`config.mk`:
```
export PLATFORM = sky130hd
export DESIGN_NAME = alu_op_sequencer
export DESIGN_NICKNAME = d
export VERILOG_FILES = /design/src/rtl/alu_pkg.sv /design/src/rtl/alu_req_fifo.sv /design/src/rtl/alu_op_sequencer.sv
export SDC_FILE = /design/constraint.sdc
export NUM_CORES = 1
export LEC_CHECK = 0
export BUFFER_PORTS_ARGS = -buffer_cell sky130_fd_sc_hd__buf_4
export CAP_MARGIN = 5
export CORE_MARGIN = 2
export CORE_UTILIZATION = 52
export CTS_CLUSTER_DIAMETER = 30
export DETAILED_ROUTE_END_ITERATION = 10
export PLACE_DENSITY = 0.73
export SYNTH_ARGS = -nofsm -noshare
export SYNTH_HDL_FRONTEND = slang
export SYNTH_SLANG_ARGS = --single-unit
```
`constraint.sdc`:
```
create_clock -name CLK -period 2.2 [get_ports CLK]
set_clock_uncertainty 0.2 [all_clocks]
set_input_delay 0.55 -clock CLK [delete_from_list [all_inputs] [get_ports CLK]]
set_output_delay 0.55 -clock CLK [all_outputs]
set_load 0.02 [all_outputs]
```
`src/rtl/alu_pkg.sv`:
```
// Shared definitions for the ALU issue stage: default widths, command and
// latency constants, sequencer state encoding and the request record.
package alu_pkg;

  localparam int N1_DEF    = 8;
  localparam int N2_DEF    = 4;
  localparam int TAG_W_DEF = 8;

  localparam logic [3:0] CMD_MUL_I = 4'd9;
  localparam logic [3:0] CMD_MUL_S = 4'd10;

  localparam int LAT_STD = 1;
  localparam int LAT_MUL = 2;

  typedef enum logic [1:0] {
    IDLE     = 2'd0,
    ISSUE    = 2'd1,
    MUL_WAIT = 2'd2
  } seq_state_t;

  // Default-width request record; the sequencer builds its own from its parameters.
  typedef struct packed {
    logic [TAG_W_DEF-1:0] tag;
    logic [N1_DEF-1:0]    opa;
    logic [N1_DEF-1:0]    opb;
    logic [N2_DEF-1:0]    cmd;
    logic                 mode;
    logic                 cin;
    logic [1:0]           in_valid;
  } alu_req_t;

endpackage

```
`src/rtl/alu_req_fifo.sv`:
```
// In-order request buffer: DEPTH entries, pointers wrap modulo DEPTH and the
// registered count tells full from empty. Callers never push when full or pop when empty.
module alu_req_fifo #(
  parameter int W     = 8,
  parameter int DEPTH = 4,
  localparam int AW   = (DEPTH > 1) ? $clog2(DEPTH) : 1,
  localparam int CW   = $clog2(DEPTH + 1)
) (
  input  logic          CLK,
  input  logic          RST,
  input  logic          push,
  input  logic          pop,
  input  logic [W-1:0]  wdata,
  output logic [W-1:0]  rdata,
  output logic [CW-1:0] count
);

  logic [W-1:0]  mem [DEPTH];
  logic [AW-1:0] wr_ptr;
  logic [AW-1:0] rd_ptr;

  always_ff @(posedge CLK) begin
    if (RST) begin
      wr_ptr <= '0;
      rd_ptr <= '0;
      count  <= '0;
    end else begin
      if (push) begin
        mem[wr_ptr] <= wdata;
        wr_ptr      <= wr_ptr + AW'(1);
      end
      if (pop) rd_ptr <= rd_ptr + AW'(1);
      case ({push, pop})
        2'b10:   count <= count + CW'(1);
        2'b01:   count <= count - CW'(1);
        default: count <= count;
      endcase
    end
  end

  assign rdata = mem[rd_ptr];

endmodule

```
`src/rtl/alu_op_sequencer.sv`:
```
// Issue stage in front of the ALU: buffers tagged requests, presents one op at a
// time (holding multiplies for their extra cycle) and emits a tag aligned with RES.
module alu_op_sequencer
  import alu_pkg::*;
#(
  parameter int N1    = N1_DEF,
  parameter int N2    = N2_DEF,
  parameter int DEPTH = 4,
  parameter int TAG_W = TAG_W_DEF,
  localparam int LW   = $clog2(DEPTH + 1)
) (
  input  logic             CLK,
  input  logic             RST,
  input  logic             REQ_VALID,
  output logic             REQ_READY,
  input  logic [TAG_W-1:0] REQ_TAG,
  input  logic [N1-1:0]    REQ_OPA,
  input  logic [N1-1:0]    REQ_OPB,
  input  logic [N2-1:0]    REQ_CMD,
  input  logic             REQ_MODE,
  input  logic             REQ_CIN,
  input  logic [1:0]       REQ_IN_VALID,
  output logic [N1-1:0]    OPA,
  output logic [N1-1:0]    OPB,
  output logic [N2-1:0]    CMD,
  output logic             MODE,
  output logic             CIN,
  output logic [1:0]       IN_VALID,
  output logic             CE,
  output logic             RSP_VALID,
  output logic [TAG_W-1:0] RSP_TAG,
  output logic [LW-1:0]    LEVEL,
  output logic             BUSY,
  output seq_state_t       DBG_STATE
);

  // Handshake: a request transfers on any edge where REQ_VALID && REQ_READY.
  // REQ_READY depends only on registered state, never on REQ_VALID or a same-cycle pop.

  typedef struct packed {
    logic [TAG_W-1:0] tag;
    logic [N1-1:0]    opa;
    logic [N1-1:0]    opb;
    logic [N2-1:0]    cmd;
    logic             mode;
    logic             cin;
    logic [1:0]       in_valid;
  } req_t;

  seq_state_t       state_q, state_d;
  req_t             fifo_wdata, fifo_head, op_q;
  logic             push, pop, fifo_empty, op_is_mul, issuing;
  logic             run_q;
  logic             s0_v, s1_v;
  logic [TAG_W-1:0] s0_tag, s1_tag;

  assign fifo_wdata = '{tag: REQ_TAG, opa: REQ_OPA, opb: REQ_OPB, cmd: REQ_CMD,
                        mode: REQ_MODE, cin: REQ_CIN, in_valid: REQ_IN_VALID};

  assign REQ_READY = run_q && (LEVEL < LW'(DEPTH));
  assign push      = REQ_VALID && REQ_READY;

  alu_req_fifo #(.W($bits(req_t)), .DEPTH(DEPTH)) u_fifo (
    .CLK   (CLK),
    .RST   (RST),
    .push  (push),
    .pop   (pop),
    .wdata (fifo_wdata),
    .rdata (fifo_head),
    .count (LEVEL)
  );

  assign fifo_empty = (LEVEL == '0);
  assign op_is_mul  = op_q.mode && (op_q.cmd == N2'(CMD_MUL_I) || op_q.cmd == N2'(CMD_MUL_S));
  assign issuing    = (state_q == ISSUE);

  always_ff @(posedge CLK) begin
    if (RST) state_q <= IDLE;
    else     state_q <= state_d;
  end

  // The pop is decided here because popping is exactly "entering ISSUE".
  always_comb begin
    state_d = state_q;
    pop     = 1'b0;
    case (state_q)
      IDLE: begin
        if (!fifo_empty) begin
          state_d = ISSUE;
          pop     = 1'b1;
        end
      end
      ISSUE: begin
        if (op_is_mul) begin
          state_d = MUL_WAIT;
        end else if (!fifo_empty) begin
          state_d = ISSUE;
          pop     = 1'b1;
        end else begin
          state_d = IDLE;
        end
      end
      MUL_WAIT: begin
        if (!fifo_empty) begin
          state_d = ISSUE;
          pop     = 1'b1;
        end else begin
          state_d = IDLE;
        end
      end
      default: state_d = IDLE;
    endcase
  end

  always_comb begin
    OPA      = '0;
    OPB      = '0;
    CMD      = '0;
    MODE     = 1'b0;
    CIN      = 1'b0;
    IN_VALID = 2'b00;
    if (state_q != IDLE) begin
      OPA  = op_q.opa;
      OPB  = op_q.opb;
      CMD  = op_q.cmd;
      MODE = op_q.mode;
      CIN  = op_q.cin;
    end
    if (issuing) IN_VALID = op_q.in_valid;
  end

  always_ff @(posedge CLK) begin
    if (RST)      op_q <= '0;
    else if (pop) op_q <= fifo_head;
  end

  // Tag pipe: the edge that ends an ISSUE cycle is when the ALU samples the op.
  // Single-cycle ops go straight to the response stage, multiplies take one extra stage.
  always_ff @(posedge CLK) begin
    if (RST) begin
      s0_v   <= 1'b0;
      s0_tag <= '0;
      s1_v   <= 1'b0;
      s1_tag <= '0;
    end else begin
      s0_v   <= issuing && op_is_mul;
      s0_tag <= (issuing && op_is_mul) ? op_q.tag : '0;
      if (issuing && !op_is_mul) begin
        s1_v   <= 1'b1;
        s1_tag <= op_q.tag;
      end else begin
        s1_v   <= s0_v;
        s1_tag <= s0_tag;
      end
    end
  end

  always_ff @(posedge CLK) begin
    run_q <= !RST;
  end

  assign CE        = run_q;
  assign RSP_VALID = s1_v;
  assign RSP_TAG   = s1_tag;
  assign BUSY      = (state_q != IDLE) || !fifo_empty || s0_v || s1_v;
  assign DBG_STATE = state_q;

endmodule

```
; Yosys cells after proc, flatten, opt, wreduce, memory -nomap -nowiden
; Memory sizes are Yosys's and may differ from the RTL's. A register that Yosys moved wholly into a read port is not among the register bits.
; Cells that the tools add are included.
[totals]
regBits = 28
elab_cells = 60
n_memories = 1
mem_bits_rw = 128
out_inout_bits = 41
inputBits = 35
[memory_table]
columns = memory, depth, word_bits, rd, rd_clocked_by_memory_dff, wr, line_no
row1 = u_fifo.mem, 4, 32, 1, 1, 1, alu_req_fifo.sv:18  ; logic [W-1:0] mem [DEPTH];
[classes]
mux = 19
n_lt_le_gt_ge = 1
n_eq_ne = 7
n_reduce_logical = 18
bitwise = 1
add_sub_neg = 4
[op_table]
columns = op, n
row1 = two-way mux 8 bit, 3
row2 = two-way mux 1 bit, 9
row3 = == test 4 bit (second input constant), 2
row4 = two-way mux 2 bit, 3
row5 = one-hot mux 2 bit (3 select lines), 1
row6 = one-hot mux 3 bit (2 select lines), 1
row7 = logical AND 1 bit, 5
row8 = adder 2 x 1 -> 2 bit (second input constant), 2
row9 = == test 2 x 1 -> 1 bit (second input constant), 2
row10 = == test 2 bit (second input constant), 2
row11 = logical OR 1 bit, 4
row12 = two-way mux 4 bit, 1
row13 = nonzero test 2 bit, 2
row14 = OR reduction 2 bit, 2
row15 = adder 3 x 1 -> 3 bit (second input constant), 1
row16 = logical NOT 1 bit, 3
row17 = logical NOT 3 bit, 1
row18 = less-than comparator 3 bit (second input constant), 1
row19 = subtractor 3 x 1 -> 3 bit (second input constant), 1
row20 = logical NOT 2 bit, 1
row21 = != test 2 bit (second input constant), 1
row22 = one-hot mux 1 bit (2 select lines), 1
row23 = inverter 1 bit, 1

; Longest topological paths before layout
; Gate-level depths: netlist of run 1.
[depth]
depth_word = 7
ltp_mapped = 9
ltp_nobuf = 8

; Modules after synthesis
; Synthesis of run 1 repeated with hierarchy kept, for this count alone.
[hier_totals]
hier_cells = 441
area_unflattened_um2 = 7224.4
[by_module_without_submodules]
columns = module, cells_per_inst, seq_area_each_um2, n_inst, area_per_inst_um2
row1 = alu_req_fifo, 209, 4023.9, 1, 5074.9
row2 = alu_op_sequencer, 232, 1061.0, 1, 2149.6

; Least setup slack after synthesis of run 1
; Ideal clock, no wire load.
[synth_timing]
path_kind = register to register
from = reg run_q, in the netlist CE
to = mem u_fifo.mem[0][0] in the netlist's numbering, enable pin
arrival_ns = 2.044
synth_period_minus_slack_ns = 2.636
setup_time_ns = 0.392
setup_slack_ns = -0.436
required_time_ns = 1.608
path_buffers = 0
path_stages_with_launch = 5
cell_sequence = dfxtp_1 > nor2b_1 > nand2_1 > nor2_1 > and2_1
[synth_between]
elab_chain_len = 5
[synth_rtl]
columns = element, line_no
row1 = from (decl), alu_op_sequencer.sv:53  ; logic run_q;
row2 = from (signal assigned), alu_op_sequencer.sv:159  ; run_q <= !RST;
row3 = logical AND 1 bit, alu_op_sequencer.sv:60  ; assign REQ_READY = run_q && (LEVEL < LW'(DEPTH));
row4 = net REQ_READY, alu_op_sequencer.sv:15  ; output logic REQ_READY,
row5 = logical AND 1 bit, alu_op_sequencer.sv:61  ; assign push = REQ_VALID && REQ_READY;
row6 = two-way mux 1 bit, alu_req_fifo.sv:28  ; if (push) begin
row7 = two-way mux 1 bit, alu_req_fifo.sv:23  ; if (RST) begin
row8 = two-way mux 1 bit (not written as such), alu_req_fifo.sv:29  ; mem[wr_ptr] <= wdata;
row9 = to (decl), alu_req_fifo.sv:18
; The timed path passes the listed nets, and every way through them passes these cells.

; Final worst setup path of run 1
[layout_timing]
from = reg, netlist name op_q[6]
to = reg u_fifo.count[2]
[layout_between]
elab_chain_len = 7
elab_cells_between_ends = 10
classes_between = eq/ne: 4 / mux: 3 / reduce/logical: 3
[layout_rtl]
columns = element, line_no
row1 = == test 4 bit, alu_op_sequencer.sv:74  ; assign op_is_mul = op_q.mode && (op_q.cmd == N2'(CMD_MUL_I) || op_q.cmd == N2'(CMD_MUL_S));
row2 = logical OR 1 bit (*), alu_op_sequencer.sv:74
row3 = logical AND 1 bit (*), alu_op_sequencer.sv:74
row4 = two-way mux 1 bit (*), alu_op_sequencer.sv:94  ; if (op_is_mul) begin
row5 = one-hot mux 1 bit (2 select lines) (*), alu_op_sequencer.sv:86  ; case (state_q)
row6 = == test 2 x 1 -> 1 bit or == test 2 bit (tied branches), alu_req_fifo.sv:33  ; case ({push, pop})
row7 = one-hot mux 3 bit (2 select lines) or nonzero test 2 bit (tied branches), -
row8 = to (signal assigned), alu_req_fifo.sv:34  ; 2'b10: count <= count + CW'(1);
row9 = to (signal assigned), alu_req_fifo.sv:35  ; 2'b01: count <= count - CW'(1);
row10 = to (signal assigned), alu_req_fifo.sv:36  ; default: count <= count;
row11 = to (decl), alu_req_fifo.sv:15  ; output logic [CW-1:0] count
; Every way passes the cells marked *; elsewhere a longest branch is shown, timed or not.
; A chain may end at the register's enable or synchronous reset.

==> results of run 1 <==
[cell type report]
class / count / area (um2) / area share (%)
Clock buffer: 20 / 457 / 5.14
Clock inverter: 12 / 72.6 / 0.817
Inverter: 5 / 18.8 / 0.211
Multi-Input combinational cell: 229 / 2000 / 22.5
Sequential cell: 188 / 5060 / 56.9
Tap cell: 176 / 220 / 2.48
Timing Repair Buffer: 114 / 1060 / 12.0
[cell usage after synthesis (3+ instances only)]
cell and number:
a21oi_1 37, and2_1 15, buf_2 3, buf_4 6, clkbuf_1 16, clkbuf_2 5, dfxtp_1 60, edfxtp_1 128
ha_1 5, inv_1 5, mux2i_1 9, mux4_2 32, nand2_1 5, nand3_1 34, nor2_1 16, nor2b_1 24
nor3_1 3, o21ai_0 33, xnor2_1 3
[logic make-up after synthesis]
kind of cell	count (synthesis)	share of synthesized area, %
flops	188	71.2
fa+ha+maj	6	1.17
compound gates	75	5.53
simple gates	102	7.66
xor+xnor	5	0.618
buf+inv	36	2.37
mux	41	11.4
[state kept, by name, indices dropped and copies added (netlist names)]
| register | flops |
|---|---|
| CE | 1 |
| DBG_STATE | 2 |
| RSP_TAG | 8 |
| RSP_VALID | 1 |
| op_q | 32 |
| s0_tag | 8 |
| s0_v | 1 |
| u_fifo.count | 3 |
| u_fifo.mem | 128 |
| u_fifo.rd_ptr | 2 |
| u_fifo.wr_ptr | 2 |
[metal layers]
metal  GRT usage [%]  part of all wire [%]  wire length [um]  vias to the layer above
li1                -                     -                 -                     1908
met1            28.1                    42              6170                     2058
met2            35.0                    51              7460                      129
met3            5.00                   5.2               765                       24
met4            9.45                   2.0               292                        0
met5               0                     0                 0                        -
[path summary, 6_finish.rpt]
path                        to  slack, ns
max            u_fifo.count[2]      -0.06
min          u_fifo.mem[0][25]       0.12
max reg2reg    u_fifo.count[2]      -0.06
min reg2reg          RSP_VALID       0.25
[stage by stage]
stage	setup TNS, ns	std cells	cell area [um2]	util, %
6_report	-0.385	744	8880	66.8
5_1_grt	-1.65	744	8880	66.8
4_1_cts	-0.498	740	8790	66.1
3_5_place_dp	0	704	8120	61.0
3_3_place_gp	0	704	8120	61.0
2_1_floorplan	-0.0131	453	7120	-
[repair_timing]
item | in CTS | in global routing
pin swaps | 3 | 0
setup endpoints to repair | 26 | 27
endpoints found under the hold margin | 0 | 0
gates resized for setup | 36 | 19
cloned | 1 | 0
setup buffers | 3 | 4
[power breakdown]
| part | switching (mW) | internal (mW) | leakage [nW] | total [mW] |
|---|---|---|---|---|
| combinational | 1.41 | 1.37 | 1.26 | 2.78 |
| sequential | 0.236 | 4.15 | 1.65 | 4.38 |
| clock | 1.25 | 1.49 | 0.259 | 2.74 |
| total | 2.89 | 7.00 | 3.16 | 9.90 |
==> impl_metrics.csv, run 1 <==
group,metric,value,unit
run_status,outcome,"complete, but fails checks",
run_status,violations,"negative setup slack",
drt,drc_errors,0,
finish,antenna_cells,0,
drt,via_per_inst,5.54,
yosys,synth_edf_count,128,
yosys,postSynthCellCount,453,
sta,fmax,443,MHz
finish,fill_cells,904,
critical_path,cpPeakStageDelay,0.36,ns
drt,drt_pass1_iterations,5,
flow_run,cap_violations,0,
placed_design,gp_congestion,0.759,
critical_path,crit_buf_inv,0,
pwr,total_power,9.90,mW
cts,cts.htree.levels,4,
sta,max_slew_margin,72.0,%
critical_path,ff2ff_path_depth,8,
critical_path,crit_family,"simple AND/OR/NAND/NOR gates",
global_route,overflow,0,
pwr,p_leak,3.16,nW
critical_path,critPathCaptureType,"flop",
floorplan,die_x,121,um
global_route,antenna_found_initial,0,
cts,cts.root.buffer_cell,"clkbuf_16",
finish,drive_above_1_share,38.2,%
finish,final_nets,596,
critical_path,crit_path_start_kind,"flop",
yosys,synth_nets,494,
floorplan,fp-row-count,42,
cts,cts_hold_buf,0,
cts,tritoncts,"done",
critical_path,path_cells,"and4b_1, and2_4, nor2_2, ha_2, fa_2, xnor2_1, or3_1, a21oi_2",
sta,fin_crit,2.26,ns
pwr,power_density,1110,mW/mm2
sta,hold_viol,0,
cts,cts.sink_count,188,
placed_design,dp_slack,0.00116,ns
critical_path,crit_cells,8,
global_route,grt_pass1_vias,4312,
cts,clk_pin_slew,0.06,ns
yosys,synth_top_cell_area_share,54.3,%
yosys,async_reset_ff_share,0,%
drt,ant_nets,0,
critical_path,timing.rr.start,"op_q[6]",
yosys,yosysWarnings,0,
worst_hold_path,hp-class,"input port to flop",
sta,whs,0.117,ns
worst_hold_path,min_from,"REQ_TAG[1]",
global_route,grt_usage,21.6,%
floorplan,core_region_area,0.0133,mm2
critical_path,slowest_stage,"fa_2",
drt,drt-initial-drc-count,391,
cts,clk_latency,0.43,ns
finish,layout_common_cells,"edfxtp_1 (128), buf_4 (80), dfxtp_1 (52)",
sta,tightest_slew,0.417,ns
critical_path,worst-path-max-fanout,2,
sta,setup_viol,19,
global_route,grt_pass1_wl,22900,um
critical_path,cp_data_arrival_time,2.42,ns
yosys,syn_avg_cell_area,15.6,um2
floorplan,dieArea,0.0146,mm2
placed_design,portBuffers,75,
critical_path,crit_required,2.36,ns
yosys,synth_seq_cells,188,
yosys,seq_area_frac_synth,71.2,%
yosys,synthDistinctLibCells,30,
finish,final_common_cell,"edfxtp_1",
drt,wl_per_cell,19.7,um
floorplan,die_y,121,um
floorplan,start_util,53.3,%
sta,setup_ws,-0.0578,ns
placed_design,dp_hpwl,9030,um
yosys,synth_area_leader_cell,"edfxtp_1",
critical_path,cp-startpoint,"op_q[6]",
drt,drt_wl_total,14700,um
finish,area_growth,25.4,%
drt,vias,4119,
sta,timing.final.crit_share,103,%
sta,finalMaxSlewViolations,0,
floorplan,ios,76,
yosys,ys_dominant_reg_cell,"edfxtp_1",
yosys,yosys-top-cells-area,"edfxtp_1 (54%), dfxtp_1 (17%), mux4_2 (10%)",
cts,cts_buffers,17,
pwr,vdd_drop_max,0.652,mV
sta,rsz0062_at_grt,"yes",
yosys,synth_area,0.00708,mm2
global_route,grt_start_max_net_pins,35,
critical_path,crit_type,"flop to flop",
cts,clock_path_buffers,2,
worst_hold_path,min_delay_path_depth,1,
Power figures use the tool's default switching activity.
==> run 2: changes to the inputs <==
--- a/config.mk
+++ b/config.mk
@@ -12,6 +12,7 @@
 export CTS_CLUSTER_DIAMETER = 30
 export DETAILED_ROUTE_END_ITERATION = 10
 export PLACE_DENSITY = 0.73
+export SKIP_CTS_REPAIR_TIMING = 1
 export SYNTH_ARGS = -nofsm -noshare
 export SYNTH_HDL_FRONTEND = slang
 export SYNTH_SLANG_ARGS = --single-unit
==> run 2 against run 1 <==
  * The flow still finishes with violations (negative setup slack)
  * Sequential share of layout area is 0.82 points higher
  * Combinational power is 5% lower
  * Count of clock-buffer cells in the layout stayed put
  * Via count hardly changed
  * Critical path depth stayed put
  * Setup slack hardly changed
  * Global-route usage is 0.25 points lower
  * Maximum frequency hardly changed
  * Clock power hardly changed
  * First-iteration DRC count is 19% lower
  * Die area stayed put
  * Critical endpoint unchanged
==> impl_metrics.csv, run 2 (synthesis results as in run 1) <==
group,metric,value,unit
run_status,outcome,"complete, but fails checks",
run_status,violations,"negative setup slack",
pwr,power.switching,2.83,mW
cts,cts.root.buffer_cell,"clkbuf_16",
critical_path,cp_data_arrival_time,2.42,ns
drt,top_layer_used,"met4",
pwr,power_density,1120,mW/mm2
finish,post-route-util,65.9,%
floorplan,dieArea,0.0146,mm2
drt,drt-initial-drc-count,318,
pwr,p_comb_share,27.2,%
finish,largest_reg_flops,128,
sta,fin_crit,2.26,ns
critical_path,crit_required,2.36,ns
global_route,grt_usage,21.4,%
floorplan,fp-row-count,42,
finish,top_register,"u_fifo.mem",
floorplan,core_region_area,0.0133,mm2
critical_path,ff2ff_path_depth,8,
drt,wl_per_cell,19.4,um
drt,wl_met2,7150,um
pwr,clkPwrFrac,28.0,%
finish,antenna_cells,0,
critical_path,crit_type,"flop to flop",
sta,setup_ws,-0.0582,ns
drt,drc_errors,0,
critical_path,cpPeakStageDelay,0.36,ns
global_route,antenna_found_initial,0,
finish,drive_above_1_share,35.6,%
global_route,grt_pass1_wl,22800,um
pwr,vdd_drop_max,0.647,mV
sta,whs,0.118,ns
sta,fmax,443,MHz
cts,clk_pin_slew,0.06,ns
worst_hold_path,hp-class,"input port to flop",
global_route,overflow,0,
pwr,p_leak,3.13,nW
floorplan,die_x,121,um
cts,cts.htree.levels,4,
drt,drt_wl_total,14400,um
drt,via_per_inst,5.56,
sta,hold_viol,0,
drt,wl_met3,876,um
sta,rsz0062_at_grt,"yes",
cts,cts.sink_count,188,
critical_path,worst-path-max-fanout,2,
drt,met1_length,6000,um
placed_design,dp_hpwl,9030,um
floorplan,start_util,53.3,%
drt,drt_pass1_iterations,5,
finish,area_growth,23.6,%
critical_path,critPathCaptureType,"flop",
cts,cts_buffers,17,
sta,setup_viol,4,
pwr,p_sw_share,28.9,%
critical_path,crit_path_start_kind,"flop",
sta,timing.final.crit_share,103,%
global_route,grt_start_max_net_pins,35,
placed_design,gp_congestion,0.759,
worst_hold_path,min_delay_path_depth,1,
sta,tightest_slew,0.416,ns
sta,max_slew_margin,72.3,%
placed_design,portBuffers,75,
global_route,grt_pass1_vias,4308,
flow_run,cap_violations,0,
finish,final_common_cell,"edfxtp_1",
cts,tritoncts,"done",
cts,clk_latency,0.43,ns
pwr,p_int,6.94,mW
critical_path,path_cells,"xor2_1, and2_4, nor2_2, ha_2, fa_2, xnor2_1, or3_1, a21oi_2",
sta,finalMaxSlewViolations,0,
finish,final_nets,592,
pwr,pwr-share-seq,44.8,%
floorplan,ios,76,
floorplan,die_y,121,um
drt,ant_nets,0,
cts,clock_path_buffers,2,
finish,layout_common_cells,"edfxtp_1 (128), buf_4 (91), dfxtp_1 (53)",
drt,vias,4118,
critical_path,slowest_stage,"dfxtp_1",
finish,reg_top3,"u_fifo.mem (128), op_q (32)",
## run 2: per-layer routing
| layer | GRT usage [%] | vias up |
|---|---|---|
| li1 | - | 1903 |
| met1 | 27.9 | 2050 |
| met2 | 34.0 | 138 |
| met3 | 5.66 | 27 |
| met4 | 9.23 | 0 |
| met5 | 0 | - |
## run 2: final cells by class
class                   count  area (um2)
repair buffers            110         976
multi-input cells         229        1960
flip-flops and latches    188        5060
well taps                 176         220
fillers                   926        4540
inverters                   5        18.8
clock buffers              20         457
clock inverters            12        72.6
## run 2: worst paths after layout
kind                    from                end  slack [ns]
setup / recovery     op_q[5]    u_fifo.count[2]       -0.06
hold / removal    REQ_OPA[5]  u_fifo.mem[0][21]        0.12
setup reg to reg     op_q[5]    u_fifo.count[2]       -0.06
hold reg to reg         s0_v          RSP_VALID        0.25
## run 2: power by group through the flow
stage          Clock, mW  Combinational (mW)  Sequential [mW]
2_1_floorplan          0                1.61             4.40
3_3_place_gp           0                2.47             4.41
3_5_place_dp           0                2.52             4.44
4_1_cts             2.81                2.53             4.36
5_1_grt             2.96                2.87             4.42
6_report            2.74                2.65             4.38
## run 2: stage by stage
| stage | cells | setup WS (ns) | setup TNS [ns] | instance area [um2] | total power [mW] |
|---|---|---|---|---|---|
| after floorplan | 453 | -0.0131 | -0.0131 | 7120 | 6.01 |
| after global placement | 704 | 0.0816 | 0 | 8120 | 6.88 |
| after detailed placement | 704 | 0.00116 | 0 | 8120 | 6.96 |
| after CTS | 736 | -0.121 | -1.81 | 8650 | 9.70 |
| after global routing | 740 | -0.181 | -1.37 | 8760 | 10.3 |
| final | 740 | -0.0582 | -0.0806 | 8760 | 9.77 |
## run 2: critical path: cells and delay by family (launching register included)
kind	cells	cell delay, ns
compound gates	1	0.15
xor+xnor	2	0.37
fa+ha+maj	2	0.55
flops	1	0.36
simple gates	3	0.58
==> run 3: changes to the inputs <==
--- a/config.mk
+++ b/config.mk
@@ -7,12 +7,14 @@
 export LEC_CHECK = 0
 export BUFFER_PORTS_ARGS = -buffer_cell sky130_fd_sc_hd__buf_4
 export CAP_MARGIN = 5
+export CORE_ASPECT_RATIO = 1.75
 export CORE_MARGIN = 2
 export CORE_UTILIZATION = 52
 export CTS_CLUSTER_DIAMETER = 30
 export DETAILED_ROUTE_END_ITERATION = 10
 export PLACE_DENSITY = 0.73
 export SKIP_CTS_REPAIR_TIMING = 1
+export SKIP_LAST_GASP = 1
 export SYNTH_ARGS = -nofsm -noshare
 export SYNTH_HDL_FRONTEND = slang
 export SYNTH_SLANG_ARGS = --single-unit
==> run 3 against run 2 <==
  * Setup slack lost 0.011 ns
  * Final cell count down 0.81%
  * Die area is 0.25% higher
  * Total power up 5.4%
  * Flip-flop and latch count stayed put
  * First-iteration DRC count is 6.0% lower
  * Sequential share of layout area down 0.97 points
  * Wire length down 1.9%
  * Global-route usage is 1.9 points lower
  * Critical endpoint is now BUSY
  * Sequential power barely moved
  * The run still ends with negative setup slack left
  * Non-clock buffer count decreased by 4
  * Largest power group unchanged
  * Largest cell class unchanged
  * Highest routed layer unchanged
==> impl_metrics.csv, run 3 (synthesis results as in run 1) <==
group,metric,value,unit
finish,reg_top3,"u_fifo.mem (128), op_q (32)",
run_status,outcome,"complete, but fails checks",
drt,drc_errors,0,
sta,fmax,441,MHz
finish,antenna_cells,0,
finish,layout_common_cells,"edfxtp_1 (128), buf_4 (77), dfxtp_1 (53)",
cts,cts.root.buffer_cell,"clkbuf_16",
placed_design,dp_slack,-0.0396,ns
critical_path,critPathCaptureType,"primary output",
sta,timing.final.crit_share,103,%
drt,ant_nets,0,
global_route,grt_pass1_wl,21100,um
finish,final_nets,588,
floorplan,die_x,92.2,um
critical_path,crit_path_start_kind,"flop",
cts,tritoncts,"done",
pwr,power_density,1160,mW/mm2
drt,drt-initial-drc-count,299,
global_route,antenna_found_initial,0,
sta,setup_ws,-0.0695,ns
cts,clock_path_buffers,2,
floorplan,die_y,158,um
critical_path,path_cells,"buf_6, nor2_4, buf_6, nand3_2, buf_6",
placed_design,portBuffers,75,
pwr,vdd_drop_max,0.834,mV
sta,finalMaxSlewViolations,0,
cts,cts.htree.levels,4,
global_route,grt_pass1_vias,4058,
pwr,p_leak,3.16,nW
floorplan,ios,76,
cts,cts_buffers,17,
drt,wl_per_cell,19.2,um
finish,final_common_cell,"edfxtp_1",
flow_run,cap_violations,0,
sta,setup_tns,-1.03,ns
drt,drt_pass1_iterations,7,
sta,fin_crit,2.27,ns
sta,setup_viol,23,
global_route,overflow,0,
critical_path,crit_type,"flop to primary output",
floorplan,start_util,52.9,%
drt,vias,4095,
finish,largest_reg_flops,128,
placed_design,dp_hpwl,8600,um
global_route,grt_start_max_net_pins,51,
drt,drt_wl_total,14100,um
global_route,grt_usage,19.5,%
pwr,total_power,10.3,mW
critical_path,cp_data_arrival_time,1.52,ns
sta,rsz0062_at_grt,"yes",
sta,hold_viol,0,
critical_path,worst-path-max-fanout,5,
critical_path,crit_required,1.45,ns
floorplan,core_region_area,0.0134,mm2
finish,drive_above_1_share,37.1,%
cts,clk_pin_slew,0.07,ns
critical_path,slowest_stage,"dfxtp_2",
worst_hold_path,hp-class,"input port to flop",
run_status,violations,"negative setup slack",
floorplan,dieArea,0.0146,mm2
finish,area_growth,25.7,%
placed_design,gp_congestion,0.782,
finish,top_register,"u_fifo.mem",
cts,cts.sink_count,188,
critical_path,cpPeakStageDelay,0.33,ns
drt,via_per_inst,5.58,
critical_path,cp_common_cell,"buf_6",
cts,clk_latency,0.42,ns
floorplan,fp-row-count,56,
sta,tightest_slew,0.600,ns
sta,max_slew_margin,60.0,%
[run 3: changes by cell type in the layout (fill, tap and decap cells not counted), sizes merged]
cell / change
clkinv: -6
buf: -4
bufinv: +2
clkbuf: +2
clkinvlp: +1
inv: +1
[run 3: cell type report]
cell class	count	area, um2
flip-flops and latches	188	5060
fillers	917	4480
multi-input cells	229	2020
repair buffers	106	957
clock buffers	22	518
well taps	174	218
clock inverters	10	121
inverters	5	18.8
[run 3: report_power, final]
group          internal (mW)  leakage [nW]  switching [mW]
combinational           1.33          1.21            1.41
sequential              4.14          1.65           0.220
clock                   1.92         0.303            1.28
total                   7.39          3.16            2.91
[run 3: worst max-delay path, delay by kind of cell (launching register included)]
kind	cells	cell delay (ns)
buffers and inverters	3	0.45
flip-flops	1	0.33
AND/OR/NAND/NOR	2	0.30
[run 3: path summary, 6_finish.rpt]
| path | from | end | slack (ns) | cells after the start |
|---|---|---|---|---|
| max | DBG_STATE[1] | BUSY | -0.07 | 5 |
| min | REQ_CMD[2] | u_fifo.mem[1][6] | 0.13 | 1 |
| min reg2reg | s0_v | RSP_VALID | 0.25 | 2 |
| max reg2reg | op_q[7] | u_fifo.count[2] | 0.02 | 8 |
[run 3: metal layers]
metal	vias to the layer above	wire, um	share of wire [%]	GRT usage [%]
met5	-	0	0	0
met4	0	308	2.2	8.03
met3	20	645	4.6	4.40
met2	120	7770	55	35.1
met1	2066	5380	38	22.4
li1	1889	-	-	-
[run 3: stage by stage]
step | std cells | hold slack (ns) | util (%) | cell area, um2
global route | 734 | 0.104 | 66.5 | 8910
finish | 734 | 0.126 | 66.5 | 8910
detailed placement | 696 | 0.249 | 59.9 | 8020
floorplan | 453 | 0.226 | - | 7120
CTS | 728 | 0.112 | 64.7 | 8660
global placement | 696 | 0.235 | 59.9 | 8020
